--- config.mk ---
export PLATFORM = sky130hd
export DESIGN_NAME = register_file_mp_flat
export DESIGN_NICKNAME = d
export VERILOG_FILES = /design/src/rtl/rf_pkg.sv /design/src/rtl/register_file_mp_if.sv /design/src/rtl/rf_scoreboard.sv /design/src/rtl/register_file_mp.sv /design/src/flat_wrapper.sv
export SDC_FILE = /design/constraint.sdc
export NUM_CORES = 2
export LEC_CHECK = 0
export BUFFER_PORTS_ARGS = -buffer_cell sky130_fd_sc_hd__buf_4
export CAP_MARGIN = 40
export CORE_AREA = 2 2 508 510
export CTS_CLUSTER_DIAMETER = 200
export CTS_CLUSTER_SIZE = 28
export DETAILED_ROUTE_END_ITERATION = 7
export DIE_AREA = 0 0 510 512
export MAX_ROUTING_LAYER = met4
export PLACE_DENSITY = 0.47
export SLEW_MARGIN = 25
export SYNTH_ARGS = -nofsm -noshare
export SYNTH_HDL_FRONTEND = slang
export SYNTH_HIERARCHICAL = 1
export SYNTH_SLANG_ARGS = --single-unit
export TNS_END_PERCENT = 20
--- constraint.sdc ---
create_clock -name CLK -period 2.5 [get_ports CLK]
set_input_delay 0.375 -clock CLK [delete_from_list [all_inputs] [get_ports CLK]]
set_output_delay 0.375 -clock CLK [all_outputs]
set_load 0.02 [all_outputs]
--- src/rtl/rf_pkg.sv ---
// Shared definitions for the multi-port register file: default geometry, word/select types
// and the write-port priority select used by the data path.
package rf_pkg;

  localparam int unsigned RF_WIDTH  = 32;
  localparam int unsigned RF_DEPTH  = 32;
  localparam int unsigned RF_AW     = $clog2(RF_DEPTH);
  localparam int unsigned RF_MAX_WR = 4;
  localparam int unsigned RF_PSEL_W = 2;

  typedef logic [RF_AW-1:0]    regsel_t;
  typedef logic [RF_WIDTH-1:0] word_t;

  // Highest-index asserted bit wins; callers gate the result with their own any-hit flag.
  function automatic logic [RF_PSEL_W-1:0] rf_prio_sel(input logic [RF_MAX_WR-1:0] hit);
    rf_prio_sel = '0;
    for (int k = 0; k < RF_MAX_WR; k++) begin
      if (hit[k]) rf_prio_sel = RF_PSEL_W'(k);
    end
  endfunction

endpackage

--- src/rtl/register_file_mp_if.sv ---
// Read, write, issue and scoreboard signals of the multi-port register file.
interface register_file_mp_if #(
  parameter int unsigned WIDTH  = 32,
  parameter int unsigned DEPTH  = 32,
  parameter int unsigned NREAD  = 2,
  parameter int unsigned NWRITE = 2
);
  localparam int unsigned AW = $clog2(DEPTH);

  logic [NREAD-1:0][AW-1:0]     rsel;
  logic [NREAD-1:0][WIDTH-1:0]  rdat;
  logic [NREAD-1:0]             rbusy;
  logic [NWRITE-1:0]            wen;
  logic [NWRITE-1:0][AW-1:0]    wsel;
  logic [NWRITE-1:0][WIDTH-1:0] wdat;
  logic                         iss_en;
  logic [AW-1:0]                iss_sel;
  logic                         flush;
  logic [DEPTH-1:0]             busy_vec;

  modport master (
    output rsel, wen, wsel, wdat, iss_en, iss_sel, flush,
    input  rdat, rbusy, busy_vec
  );

  modport slave (
    input  rsel, wen, wsel, wdat, iss_en, iss_sel, flush,
    output rdat, rbusy, busy_vec
  );

endinterface

--- src/rtl/rf_scoreboard.sv ---
// Per-register busy scoreboard. Priority on an edge: reset, then flush, then issue-set,
// then write-clear. Register 0 is never marked busy.
module rf_scoreboard #(
  parameter int unsigned DEPTH = 32,
  parameter int unsigned AW    = $clog2(DEPTH)
) (
  input  logic             i_clk,
  input  logic             i_rst,
  input  logic [DEPTH-1:0] i_wr_hit,
  input  logic             i_iss_en,
  input  logic [AW-1:0]    i_iss_sel,
  input  logic             i_flush,
  output logic [DEPTH-1:0] o_busy_vec
);

  logic [DEPTH-1:0] r_busy;
  logic [DEPTH-1:0] w_busy_d;

  always_comb begin
    w_busy_d = r_busy;
    if (i_flush) begin
      w_busy_d = '0;
    end else begin
      w_busy_d = r_busy & ~i_wr_hit;
      // A same-edge issue means a newer producer, so it beats the clear.
      if (i_iss_en && (i_iss_sel != '0)) w_busy_d[i_iss_sel] = 1'b1;
    end
  end

  always_ff @(posedge i_clk) begin
    if (i_rst) r_busy <= '0;
    else       r_busy <= w_busy_d;
  end

  assign o_busy_vec = r_busy;

endmodule

--- src/rtl/register_file_mp.sv ---
// Parametrised multi-port register file with hardwired zero register and busy scoreboard.
// Define RF_BYPASS_EN to forward same-cycle write data to the read ports.
module register_file_mp
  import rf_pkg::*;
#(
  parameter int unsigned WIDTH  = 32,
  parameter int unsigned DEPTH  = 32,
  parameter int unsigned NREAD  = 2,
  parameter int unsigned NWRITE = 2
) (
  input logic               CLK,
  input logic               RST,
  register_file_mp_if.slave bus
);

  localparam int unsigned AW = $clog2(DEPTH);

  logic [WIDTH-1:0]     r_mem      [DEPTH];
  logic [RF_MAX_WR-1:0] w_port_hit [DEPTH];
  logic [RF_PSEL_W-1:0] w_win      [DEPTH];
  logic [WIDTH-1:0]     w_wr_data  [DEPTH];
  logic [DEPTH-1:0]     w_wr_hit;
  logic [DEPTH-1:0]     w_busy_vec;

  // Per-register write decode: which ports hit it, and the winning port's data.
  always_comb begin
    for (int r = 0; r < DEPTH; r++) begin
      w_port_hit[r] = '0;
      for (int k = 0; k < NWRITE; k++) begin
        w_port_hit[r][k] = bus.wen[k] && (bus.wsel[k] == AW'(r));
      end
      w_wr_hit[r]  = (r != 0) && (|w_port_hit[r]);
      w_win[r]     = rf_prio_sel(w_port_hit[r]);
      w_wr_data[r] = '0;
      for (int k = 0; k < NWRITE; k++) begin
        if (w_win[r] == RF_PSEL_W'(k)) w_wr_data[r] = bus.wdat[k];
      end
    end
  end

  always_ff @(posedge CLK) begin
    for (int r = 0; r < DEPTH; r++) begin
      if (RST || (r == 0)) r_mem[r] <= '0;
      else if (w_wr_hit[r]) r_mem[r] <= w_wr_data[r];
    end
  end

  rf_scoreboard #(
    .DEPTH (DEPTH),
    .AW    (AW)
  ) u_scoreboard (
    .i_clk      (CLK),
    .i_rst      (RST),
    .i_wr_hit   (w_wr_hit),
    .i_iss_en   (bus.iss_en),
    .i_iss_sel  (bus.iss_sel),
    .i_flush    (bus.flush),
    .o_busy_vec (w_busy_vec)
  );

  always_comb begin
    for (int i = 0; i < NREAD; i++) begin
      bus.rdat[i]  = r_mem[bus.rsel[i]];
      bus.rbusy[i] = (bus.rsel[i] != '0) && w_busy_vec[bus.rsel[i]];
`ifdef RF_BYPASS_EN
      // w_wr_hit[0] is never set, so the zero register is never forwarded.
      if (w_wr_hit[bus.rsel[i]]) begin
        bus.rdat[i]  = w_wr_data[bus.rsel[i]];
        bus.rbusy[i] = 1'b0;
      end
`endif
    end
  end

  assign bus.busy_vec = w_busy_vec;

endmodule
--- src/flat_wrapper.sv ---
// flat-port wrapper written by rule: the top's interface ports become plain ports
module register_file_mp_flat import rf_pkg::*;
#(
  parameter int unsigned WIDTH  = 32,
  parameter int unsigned DEPTH  = 32,
  parameter int unsigned NREAD  = 2,
  parameter int unsigned NWRITE = 2
)
  (CLK, RST, bus_rsel, bus_wen, bus_wsel, bus_wdat, bus_iss_en, bus_iss_sel, bus_flush, bus_rdat, bus_rbusy, bus_busy_vec);
  register_file_mp_if #(.WIDTH(WIDTH), .DEPTH(DEPTH), .NREAD(NREAD), .NWRITE(NWRITE)) bus_i ();
  input logic CLK;
  input logic RST;
  input wire logic [$bits(bus_i.rsel)-1:0] bus_rsel;
  input wire logic [$bits(bus_i.wen)-1:0] bus_wen;
  input wire logic [$bits(bus_i.wsel)-1:0] bus_wsel;
  input wire logic [$bits(bus_i.wdat)-1:0] bus_wdat;
  input wire logic [$bits(bus_i.iss_en)-1:0] bus_iss_en;
  input wire logic [$bits(bus_i.iss_sel)-1:0] bus_iss_sel;
  input wire logic [$bits(bus_i.flush)-1:0] bus_flush;
  output wire logic [$bits(bus_i.rdat)-1:0] bus_rdat;
  output wire logic [$bits(bus_i.rbusy)-1:0] bus_rbusy;
  output wire logic [$bits(bus_i.busy_vec)-1:0] bus_busy_vec;
  assign bus_i.rsel = bus_rsel;
  assign bus_i.wen = bus_wen;
  assign bus_i.wsel = bus_wsel;
  assign bus_i.wdat = bus_wdat;
  assign bus_i.iss_en = bus_iss_en;
  assign bus_i.iss_sel = bus_iss_sel;
  assign bus_i.flush = bus_flush;
  assign bus_rdat = bus_i.rdat;
  assign bus_rbusy = bus_i.rbusy;
  assign bus_busy_vec = bus_i.busy_vec;
  register_file_mp #(.WIDTH(WIDTH), .DEPTH(DEPTH), .NREAD(NREAD), .NWRITE(NWRITE)) u_core (.CLK(CLK), .RST(RST), .bus(bus_i));
endmodule
==> Word-level counts from Yosys, hierarchy flattened <==
Memory sizes are Yosys's and may differ from the RTL's.
Index checks and enable logic that the tools add are counted.
{ "op_classes": {"order_cmp": 4, "eq_ne": 93, "mux": 226, "bitwise": 34, "reduce_logical": 132} }
{ "op_table": {"columns": ["cell", "n"], "rows": [
  ["$mux W32", 94],
  ["$eq A5 B5 Y1 const B", 32],
  ["$mux W1", 129],
  ["$eq A5 B4 Y1 const B", 16],
  ["$logic_and A1 B1 Y1", 66],
  ["$reduce_or A2 Y1", 32],
  ["$logic_not A2 Y1", 31],
  ["$eq A5 B3 Y1 const B", 8],
  ["$and A32 B32 Y32", 1],
  ["$not A32 Y32", 1],
  ["$or A32 B32 Y32", 1],
  ["$eq A1 B1 Y1 const B", 31],
  ["$or A1 B1 Y1", 31],
  ["$eq A5 B2 Y1 const B", 4],
  ["$lt A5 B6 Y1 const B", 3],
  ["$reduce_bool A5 Y1", 3],
  ["$bmux W1 S5", 2],
  ["$eq A5 B1 Y1 const B", 2],
  ["$demux W1 S5", 1],
  ["$ge A5 B1 Y1 const B", 1]
]} }
{ "totals": {"register_bits": 32, "ram_bits": 1024, "inputBits": 95, "output_inout_bits": 98, "word_cells": 491, "n_memories": 1} }
{ "memory_table": {"columns": ["name", "depth", "width", "rd", "rd_ports_with_merged_regs", "write_ports", "line_no", "rtl"], "rows": [
  ["u_core.r_mem", 32, 32, 2, 0, 32, "register_file_mp.sv:18", "logic [WIDTH-1:0] r_mem [DEPTH];"]
]} }

==> Logic depth before layout (Yosys ltp) <==
{ "logic_depth": {"word_depth": 7, "ltp_mapped": 10, "ltp_nobuf": 6} }

==> Hierarchy <==
The synthesis kept the hierarchy.
{ "modules_own_cells": {"columns": ["module", "instances", "cells_each", "area_per_inst_um2", "seq_area_each_um2"], "rows": [
  ["register_file_mp", 1, 6306, 62402.3, 29788.6],
  ["rf_scoreboard", 1, 146, 1265.0, 640.6]
]} }

==> Worst setup path before layout <==
Ideal clock, no wire load.
{ "synth_path": {"path_type": "input port to output port", "start": "in bus_rsel[0]", "end": "out bus_rdat[13]", "t_arrival_ps": 2416, "required_time_ps": 2125, "slack_ps": -291, "path_stages": 8, "n_path_buf": 3, "cell_sequence": "buf_4 > buf_12 > nor2b_1 > buf_2 > a22oi_1 > nor2_1 > a21oi_1 > a2111oi_0"} }
{ "synth_between": {"elab_chain_cells": 1} }
{ "synth_lines": {"columns": ["element", "line_no", "rtl"], "rows": [
  ["from (decl)", "flat_wrapper.sv:13", "input wire logic [$bits(bus_i.rsel)-1:0] bus_rsel;"],
  ["$mem_v2 Z32 W32", null, null],
  ["to (decl)", "flat_wrapper.sv:20", "output wire logic [$bits(bus_i.rdat)-1:0] bus_rdat;"]
]} }
No other way between the ends.

==> metrics.txt <==
setup ws final -0.7876 ns; TritonCTS clock tree yes; sequential cell area fraction in the yosys report 47.79%; failing checks design-rule violations, negative setup slack; worst skew pair latency 0.73 ns; skew final 0 ns; routed wire length roughly 410 mm; fill cell count 25,941; wire length per cell 40.43 µm; endpoints failing setup between 60 and 70; Tmin final approximately 3.3 ns; unrepaired setup endpoints after global routing yes; Worst Path Max Fanout 2; DR iter-0 viols 11,503; io pins slightly below 200; Peak VDD IR 552.6 µV; grt ovf 0; startpoint types register; power density over the cells 505.3 mW/mm²; placed instance area between 0.07 and 0.08 mm²; max-slew violations 0; CTS buffer count 42; final hold violations 0; first-pass GRT wire length 544.2 mm; Pre-antenna DRT Iters 8; commonest non-fill, non-tap cells in the layout nand2_1, a21oi_1, edfxtp_1; clock buffer depth 3; Design Power between 0.03 and 0.04 W; net count after synthesis 6,547; Syn. warnings 6; leakage 28.77 nW; post-route ant nets 0; ys async rst share 0%; slew margin rel. 30.42%; Core Area between 0.2 and 0.3 mm²; Critical Path End Type primary output; clk root buf clkbuf_16; Crit Path Class register to primary output; syn avg cell area 9.868 µm²; fin area 0.07882 mm²; DP Wirelength 262.5 mm; die height 512 µm; Reg clk slew, reported paths 0.13 ns; f_max 304.2 MHz; Hold WC Path Type primary input to register; outcome complete, but fails checks; Final Cycle Share 131.5%; proportion of layout cells with a drive suffix above 1 between 20% and 30%; Syn-to-layout area delta 23.80%; Finished Core Util 30.82%; vias in the first global route 58,892; DR DRC count 16; Netlist cell types between 60 and 70; die width 510 µm; initial core utilization 24.89%; gr usage total 31.62%; Main synth FF type edfxtp_1; row cnt 186; gpl congestion 1.030; antenna violations before repair 42; synthesized netlist cell count 6,452; number of flops mapped to enable cells by yosys 992; IO Port Bufs 192; maximum capacitance violations 0; Post-Place Cells 10,162; largest net degree at the start of global routing 56; clock sink total 1,024; Vias 62,956; CP Data Required Time 2.12 ns; Cell Area, Synth 0.06367 mm²; post-synthesis register bit count 1,024; H-tree Lvls 2; DR vias/cell 6.136; measured slew at the worst slew-check pin 1.044 ns; most common cell after layout, fill and taps aside nand2_1; Crit path arrival time 2.91 ns; final std cells w/o fill 10,260; Layout Nets between 6,000 and 7,000; die area approximately 0.26 mm²
==> power by group <==
group          internal [W]  switching, W
logic               0.00370       0.00604
registers            0.0198      0.000675
clock network       0.00325       0.00631
total                0.0268        0.0130
==> state kept, by name, summed over array words and instances, names as in the netlist <==
register and cells:
u_core/u_scoreboard/o_busy_vec 32, u_core/r_mem 992
==> layout make-up <==
type                            count  area (µm²)  share of cell area [%]
Timing Repair Buffer             1026       10860                   13.77
Antenna cell                       42       105.1                  0.1333
Clock inverter                      3       48.80                 0.06191
Clock buffer                       59        1136                   1.441
Inverter                            8       30.03                 0.03810
Sequential cell                  1024       30440                   38.62
Multi-Input combinational cell   4714       31970                   40.56
Tap cell                         3384        4234                   5.372
==> final timing paths <==
| check | startpoint | endpoint | slack (ns) | cells past startpoint |
|---|---|---|---|---|
| max | u_core/r_mem[2][11] | bus_rdat[43] | -0.79 | 5 |
| min | bus_iss_sel[0] | u_core/u_scoreboard/o_busy_vec[8] | 0.04 | 4 |
| max reg2reg | u_core/u_scoreboard/o_busy_vec[9] | u_core/u_scoreboard/o_busy_vec[9] | 1.56 | 4 |
| min reg2reg | u_core/u_scoreboard/o_busy_vec[0] | u_core/u_scoreboard/o_busy_vec[0] | 0.54 | 1 |
==> critical path: stages (launching register included) <==
cell      delay, ns
edfxtp_1       0.46
mux2_2         0.28
a22o_1         0.27
mux4_2         0.59
mux2_4         0.37
buf_6          0.16
==> cell families after synthesis <==
group | share of synthesized area, %
multiplexers | 17.88
AO/OA/AOI/OAI | 13.16
flip-flops | 47.79
other | 0.005890
buffers and inverters | 5.115
AND/OR/NAND/NOR | 16.05
==> synth_stat cells, types with 67 or more instances <==
cell         n  area [µm²]
mux2i_1    250        2502
mux2_2     167        1881
buf_2      104       520.5
a22oi_1     70       525.5
nor2b_1     79       494.2
a21oi_1   1086        5435
nand2_1   2096        7868
o22ai_1     67       419.2
mux4_2     309        6959
a221oi_1    67       586.8
nor2_1     100       375.4
clkbuf_1   499        1873
edfxtp_1   992       29790
==> timing repair <==
| item | 4_1_cts | 5_1_grt |
|---|---|---|
| hold buffers | 0 | 0 |
| setup buffers | 10 | 5 |
| gates resized for setup | 272 | 103 |
| pin swaps | 65 | 39 |
| setup endpoints to repair | 66 | 66 |
==> metrics by stage <==
step / hold slack, ns / setup WS, ns / TNS, ns
3_5_place_dp: 0.5090 / -1.131 / -36.81
3_3_place_gp: 0.5109 / -1.106 / -40.51
2_1_floorplan: 0.5740 / -0.03915 / -0.04899
5_1_grt: 0.06463 / -0.7616 / -31.37
4_1_cts: 0.006684 / -0.7720 / -31.27
6_report: 0.03824 / -0.7876 / -30.33
==> per-layer routing <==
layer	part of all wire, %	vias to the layer above	global-route usage (%)	routed length, µm
met1	35	31525	37.56	145400
met5	0	-	-	0
met4	8.9	0	23.33	37020
li1	-	24017	-	-
met3	15	1529	11.62	61210
met2	41	5885	43.38	171200
Note: power is estimated with default switching activity, not from simulation.
